## src/rtl/decoder_onehot_seq.sv

```systemverilog
// decoder_onehot_seq: registered N-to-2^N one-hot decoder with a self-test walk across every output.
// Optional DEC_ONEHOT_CHECK_EN adds a sticky onehot_err port.
module decoder_onehot_seq #(
    parameter int IN_W     = 5,
    parameter int SCAN_DIV = 0
) (
    input  logic                 clk,
    input  logic                 reset,
    input  logic                 en,
    input  logic                 in_valid,
    input  logic [IN_W-1:0]      in,
    input  logic                 start_scan,
    output logic [2**IN_W-1:0]   out,
    output logic                 out_valid,
    output logic                 scan_busy,
    output logic                 scan_done
`ifdef DEC_ONEHOT_CHECK_EN
    ,
    output logic                 onehot_err
`endif
);
    localparam int OW = 2**IN_W;
    localparam int DW = (SCAN_DIV > 0) ? $clog2(SCAN_DIV + 1) : 1;
    localparam logic [DW-1:0] DWELL_MAX = DW'(SCAN_DIV);
    localparam logic [1:0] IDLE = 2'd0;
    localparam logic [1:0] SCAN = 2'd1;
    localparam logic [1:0] DONE = 2'd2;

    logic [1:0]      state;
    logic [IN_W-1:0] idx;
    logic [DW-1:0]   dwell;

    always_ff @(posedge clk) begin
        if (reset) begin
            state     <= IDLE;
            idx       <= '0;
            dwell     <= '0;
            out       <= '0;
            out_valid <= 1'b0;
            scan_busy <= 1'b0;
            scan_done <= 1'b0;
        end else begin
            out       <= '0;
            out_valid <= 1'b0;
            scan_done <= 1'b0;
            case (state)
                IDLE: begin
                    if (en && start_scan) begin
                        state     <= SCAN;
                        idx       <= '0;
                        dwell     <= '0;
                        out       <= OW'(1);
                        scan_busy <= 1'b1;
                    end else if (en && in_valid) begin
                        out       <= OW'(1) << in;
                        out_valid <= 1'b1;
                    end
                end
                // en=0 leaves idx/dwell untouched so the walk resumes where it paused
                SCAN: begin
                    if (en) begin
                        if (dwell == DWELL_MAX) begin
                            dwell <= '0;
                            if (&idx) begin
                                state     <= DONE;
                                scan_busy <= 1'b0;
                                scan_done <= 1'b1;
                            end else begin
                                idx <= idx + 1'b1;
                                out <= OW'(1) << (idx + 1'b1);
                            end
                        end else begin
                            dwell <= dwell + 1'b1;
                            out   <= OW'(1) << idx;
                        end
                    end
                end
                default: state <= IDLE;
            endcase
        end
    end

`ifdef DEC_ONEHOT_CHECK_EN
    always_ff @(posedge clk) begin
        if (reset)
            onehot_err <= 1'b0;
        else if (((out & (out - 1'b1)) != '0) || (out_valid && out == '0))
            onehot_err <= 1'b1;
    end
`endif
endmodule
```

## config.mk

```make
export PLATFORM = sky130hd
export DESIGN_NAME = decoder_onehot_seq
export DESIGN_NICKNAME = d
export VERILOG_FILES = /design/src/rtl/decoder_onehot_seq.sv
export SDC_FILE = /design/constraint.sdc
export NUM_CORES = 1
export LEC_CHECK = 0
export CORE_ASPECT_RATIO = 0.7
export CORE_UTILIZATION = 40
export CTS_CLUSTER_SIZE = 10
export DETAILED_ROUTE_END_ITERATION = 12
export PLACE_DENSITY = 0.77
export SLEW_MARGIN = 20
export SYNTH_ARGS = -nofsm -noshare
export SYNTH_HDL_FRONTEND = slang
export SYNTH_SLANG_ARGS = --single-unit
```

## constraint.sdc

```tcl
create_clock -name clk -period 2.7 [get_ports clk]
set_input_delay 0.27 -clock clk [delete_from_list [all_inputs] [get_ports clk]]
set_output_delay 0.27 -clock clk [all_outputs]
set_load 0.02 [all_outputs]
```

==> results of run 1 <==
area by class of cell:
| type | count | area share (%) |
|---|---|---|
| multi-input combinational | 169 | 40.7 |
| clock buffer | 5 | 2.61 |
| inverter | 8 | 1.14 |
| tap | 69 | 3.27 |
| timing repair buffer | 54 | 20.0 |
| clock inverter | 2 | 0.379 |
| sequential | 42 | 31.9 |
how the worst min path moves through the flow:
stage | startpoint | end | slack [ps] | cells past startpoint
final | scan_busy | scan_busy | 520 | 2
after global routing | scan_busy | scan_busy | 590 | 2
after CTS | scan_busy | scan_busy | 530 | 2
after detailed placement | scan_busy | scan_busy | 510 | 2
after global placement | scan_busy | scan_busy | 490 | 2
after floorplan | in[3] | out[27] | 430 | 2
power breakdown:
group / total, mW / switching [mW] / leakage (nW) / internal (mW)
registers: 0.631 / 0.00593 / 0.339 / 0.625
logic: 0.0918 / 0.0538 / 0.510 / 0.0381
clock network: 0.369 / 0.195 / 0.0438 / 0.173
total: 1.09 / 0.255 / 0.893 / 0.836
cell usage in the layout, fill, tap and decap left out, types with 5 or more instances in the layout:
cell type,count
clkdlybuf4s50_1,44
nand2_2,5
ha_1,6
nand2_1,33
a21oi_1,8
nor2_1,15
o221ai_1,23
nand3_1,21
buf_4,9
nor3_1,7
dfxtp_1,42
clkbuf_8,5
inv_1,7
routing by layer:
metal | wire [um] | share of wire, % | vias to the layer above | global-route usage, %
met5 | 0 | 0 | - | 0
met4 | 34 | 0.65 | 0 | 4.22
met3 | 496 | 9.5 | 6 | 5.63
met2 | 2120 | 41 | 124 | 29.5
met1 | 2560 | 49 | 891 | 28.9
li1 | - | - | 949 | -
cell families (layout without fill, tap and decap cells):
| group | Yosys count | after routing | synth area share, % |
|---|---|---|---|
| multiplexers | 1 | 1 | 0.492 |
| flip-flops | 42 | 42 | 41.3 |
| AO/OA/AOI/OAI | 51 | 51 | 19.4 |
| adder cells (fa/ha/maj) | 6 | 6 | 3.69 |
| XOR/XNOR | 1 | 1 | 0.430 |
| AND/OR/NAND/NOR | 110 | 110 | 28.8 |
| buffers and inverters | 24 | 69 | 5.90 |
tightest hold or removal path: stages (launching register included):
cell	delay (ps)
dfxtp_1	350
a2bb2oi_1	70
nor2_1	70
stage by stage:
stage	setup WS [ps]	power, mW	hold slack, ps	cells	instance area, um2
finish	230	1.09	524	349	2640
floorplan	364	0.697	434	235	2040
CTS	131	1.10	531	348	2620
global placement	287	0.732	495	341	2540
detailed placement	165	0.733	513	341	2540
global route	35.2	1.14	590	349	2640
flip-flops by register name, indices dropped and copies added, names as in the netlist:
| name | flops |
|---|---|
| out | 32 |
| idx | 5 |
| state | 2 |
| out_valid | 1 |
| scan_busy | 1 |
| scan_done | 1 |
what timing repair did:
item / 4_1_cts / 5_1_grt
buffers inserted: 0 / 1
endpoints found under the setup margin: 0 / 5
hold endpoints to repair: 0 / 0
==> impl_results.md, run 1 <==
* Status: completed
* Ports at 45
* Critical Path End Type: flip-flop
* Placer Congestion at 0.886
* Layout cells sized above 1 at 11.4%
* Worst Tran Pin Value at roughly 510 ps
* Primary FF master, synth: dfxtp_1
* Initial core utilization at between 40% and 50%
* Syn Area/Cell at 8.66 um2
* TritonRoute pass-1 iters at 5
* Clk buf depth at 2
* Floorplan die width at 87.3 um
* Clk sinks at 42
* Rows at 21
* GRT overflow at 0
* WP depth at 9
* Final min period at 2470 ps
* Wirelength per Cell at 14.9 um
* Power Dens Cells at a little over 400 nW/um2
* Seq cells post-synth at 42
* Critical Path Sink: out[9]
* Flop2flop setup slack at 230 ps
* Initial DRC count at 226
* Fin nets at 296
* Inserted Clock Buffers at 5
* Worst path slowest cell: or4b_4
* DRC at 0
* Pins Over Slew Limit at 0
* Pin count of the biggest net entering global routing at 14
* Max Cap Viol at 0
* Fmax at 405 MHz
* Core Util, Final at 54.6%
* Syn Inst Count at 235
* List of most frequent post-synthesis cells: dfxtp_1 (42), nand2_1 (33), o221ai_1 (23)
* End of the worst register-to-register path: out[9]
* Worst slew margin at 66.1%
* CTS clk-pin slew, worst paths at 70 ps
* RSZ-0062 raised after global routing: no
* Cell Area, Synth at approximately 2000 um2
* Ys async rst share at 0%
* Worst Clk Skew at 4.54 ps
* Fillers at 474
* FF+latch area at 841 um2
* CP arrival at between 2000 and 3000 ps
* # diodes at 0
* Worst setup path category: flip-flop to flip-flop
* Syn nets at 251
* Reg-to-Reg Start: idx[1]
* Top-area cell type share of the netlist area at 41.3%
* Sequential area share after synthesis at about two fifths
* Die Span Y at approximately 60 um
* Number of global-route vias before repair at roughly 1600
* Ys Warns at 0
* Core area at 4830 um2
* Total track usage at 19.9%
* # resized after CTS at 0
* WL final at 5210 um
* Critical path's top delay family: simple AND/OR/NAND/NOR gates
* DP HPWL at 3780 um
* DIE AREA at 5380 um2
* PortBufs at 44
* Crit path launch type: flip-flop
* Hold WC Path Type: flip-flop to flip-flop
* CTS H-tree lvls at 2
* Vias/cell at about 5.6
* Worst VDD drop at 367 uV
* Clock Latency Late Sink at 280 ps
* First-pass GRT wire length at 8070 um
* Multi-input gate area at between 1000 and 1500 um2
* Final hold violation count at 0
* Hold Buf Count CTS at 0
* Post-synth top area cell: dfxtp_1
* Setup TNS at 0 ps
* Root Buffer: clkbuf_8
* Most numerous cell in the Yosys netlist: dfxtp_1
* Top cell by count, worst path: ha_1
* P_leak at 0.893 nW
* Critical path, cell by cell: ha_1 > inv_2 > nor2_1 > ha_1 > or4b_4 > nor3_4 > buf_12 > nand2_1 > o221ai_1
* Vias at 1970
* Routed Antenna Nets at 0
* Post-synth cell types at 41
* Post-route clock period utilization at 91.5%
* Worst-path maximum fanout at 12
* CP Launch Point: idx[1]
* Slowest stage delay, CP at 570 ps
* CP required at slightly below 3000 ps
* Setup violators final at 0
* Area growth, synth to finish at 29.6%
* Buf/Inv on CP at 2
* Cell count of the worst reg-to-reg path at 9
* Initial antenna violation count at 0
* Post-synth EDFFs at 0
* Area contributors post-synth: dfxtp_1 (41%), o221ai_1 (9.9%), nand2_1 (6.1%)
* CTS tree: yes
Note: power is estimated with default switching activity, not from simulation.
==> inputs of run 2 (changes only) <==
--- a/config.mk
+++ b/config.mk
@@ -9,7 +9,8 @@
 export CORE_UTILIZATION = 40
 export CTS_CLUSTER_SIZE = 10
 export DETAILED_ROUTE_END_ITERATION = 12
-export PLACE_DENSITY = 0.77
+export DONT_BUFFER_PORTS = 1
+export PLACE_DENSITY = 0.65
 export SLEW_MARGIN = 20
 export SYNTH_ARGS = -nofsm -noshare
 export SYNTH_HDL_FRONTEND = slang
==> impl_results.md, run 2 (synthesis results as in run 1) <==
* Status: completed
* P_leak at 0.739 nW
* Clk buf depth at 2
* CTS clk-pin slew, worst paths at 80 ps
* Sw Share at 22.0%
* Worst Tran Pin Value at around 730 ps
* Initial DRC count at roughly 190
* Setup violators final at 0
* Rows at 21
* Initial core utilization at 42.1%
* DRC at 0
* Fin nets at 250
* GRT overflow at 0
* Root Buffer: clkbuf_8
* Final hold violation count at 0
* Worst Clk Skew at around 5 ps
* Critical Path End Type: flip-flop
* Clock Latency Late Sink at 290 ps
* Vias at 1811
* Max Cap Viol at 0
* Post-route clock period utilization at around nine tenths
* Core area at 4830 um2
* Global Route met2 Usage at 28.6%
* Setup TNS at 0 ps
* Final non-filler cell total at 304
* TritonRoute pass-1 iters at 4
* CP required at around 2900 ps
* Flop2flop setup slack at 220 ps
* Vias/cell at 5.96
* Area growth, synth to finish at 8.79%
* CTS H-tree lvls at 2
* Hold Buf Count CTS at 0
* CP arrival at 2670 ps
* Placer Congestion at about 0.84
* Combinational share of power at 4.7%
* Fillers at between 400 and 500
* Commonest non-fill, non-tap cell in the layout: dfxtp_1
* Placed Cells at 293
* CTS tree: yes
* Number of global-route vias before repair at 1530
* Max reg flops at 32
* RSZ-0062 raised after global routing: no
* Worst setup path category: flip-flop to flip-flop
* Die Span Y at slightly above 60 um
* Largest regs: out x32, idx x5, state x2
* Met1 usage in global routing at 28.7%
* Ports at 45
* Power Dens Cells at between 500 and 600 nW/um2
* Routing usage on met3 at 6.70%
* First-pass GRT wire length at 8000 um
* Crit path launch type: flip-flop
* Clk sinks at 42
* Most frequent cells in the layout: dfxtp_1 (39), nand2_1 (33), o221ai_1 (23)
* Sequential power share at 53.9%
* DIE AREA at 5380 um2
* Final min period at 2480 ps
* Floorplan die width at 87.3 um
* Initial antenna violation count at 0
* Pin count of the biggest net entering global routing at 14
* Fmax at 403 MHz
* Pins Over Slew Limit at 0
* Worst VDD drop at roughly 190 uV
* Wirelength per Cell at 17.1 um
* Cell internal pwr at around 920 uW
* Net Sw Power at 260 uW
* Clock power frac at 41.5%
* Hold WC Path Type: input port to flip-flop
* WL final at about 5200 um
* # diodes at 0
* Routed Antenna Nets at 0
* GRT busiest layer: met1
* Inserted Clock Buffers at 5
* Layout cells sized above 1 at 13.6%
* Biggest register: out
* Worst-path maximum fanout at 8
* Total track usage at between 20% and 30%
* DP HPWL at 3650 um
* Worst slew margin at around half
* PortBufs at 0
-- run 2: changes by cell type in the layout (fill, tap and decap cells not counted), sizes merged --
cell	change
clkdlybuf4s50	-44
buf	-2
clkbuf	+2
clkinv	-2
bufinv	+1
-- run 2: worst max-delay path, cell delays in order, from the launching register on --
cell and delay, ps:
dfxtp_2 410, ha_1 200, inv_2 70, nor2_1 120
ha_1 270, or4b_4 570, nor3_4 250, buf_4 190
nand2_2 60, o221ai_1 240
-- run 2: worst paths after layout --
path / start / to / cells after the start
setup / recovery: idx[1] / out[15] / 9
hold / removal: reset / idx[0] / 1
setup reg to reg: idx[1] / out[15] / 9
hold reg to reg: idx[0] / idx[0] / 2
-- run 2: final cells by class --
| type | instances | area, um2 | area share, % |
|---|---|---|---|
| clock buffers | 7 | 76.3 | 3.45 |
| clock inverters | 1 | 30.0 | 1.36 |
| inverters | 8 | 30.0 | 1.36 |
| multi-input cells | 169 | 1070 | 48.5 |
| flip-flops and latches | 42 | 845 | 38.1 |
| well taps | 69 | 86.3 | 3.90 |
| repair buffers | 8 | 72.6 | 3.28 |
-- run 2: stage by stage --
| stage | util [%] | hold WS [ps] | instance area (um2) | worst slack [ps] | total power, mW |
|---|---|---|---|---|---|
| after global routing | 45.8 | 20.6 | 2210 | 56.0 | 1.22 |
| after floorplan | - | 434 | 2040 | 364 | 0.697 |
| after global placement | 42.8 | 342 | 2070 | 190 | 0.702 |
| after detailed placement | 42.8 | 343 | 2070 | 125 | 0.702 |
| after CTS | 45.0 | 27.3 | 2180 | 92.9 | 1.19 |
| final | 45.8 | 29.3 | 2210 | 220 | 1.18 |
-- run 2: power groups by stage --
stage	registers [mW]	logic, mW	clock network (mW)
4_1_cts	0.636	0.0521	0.501
6_report	0.636	0.0551	0.490
2_1_floorplan	0.647	0.0495	0
3_5_place_dp	0.651	0.0518	0
5_1_grt	0.638	0.0606	0.524
3_3_place_gp	0.651	0.0514	0
-- run 2: timing repair --
item,4_1_cts,5_1_grt
endpoints found under the setup margin,0,12
setup buffers,0,3
resized for setup,0,3
-- run 2: routing by layer --
metal  share of wire [%]  wire [um]  vias up
li1                    -          -      858
met1                  47       2460      858
met4                 1.2         61        0
met3                  10        531       11
met5                   0          0        -
met2                  41       2150       84
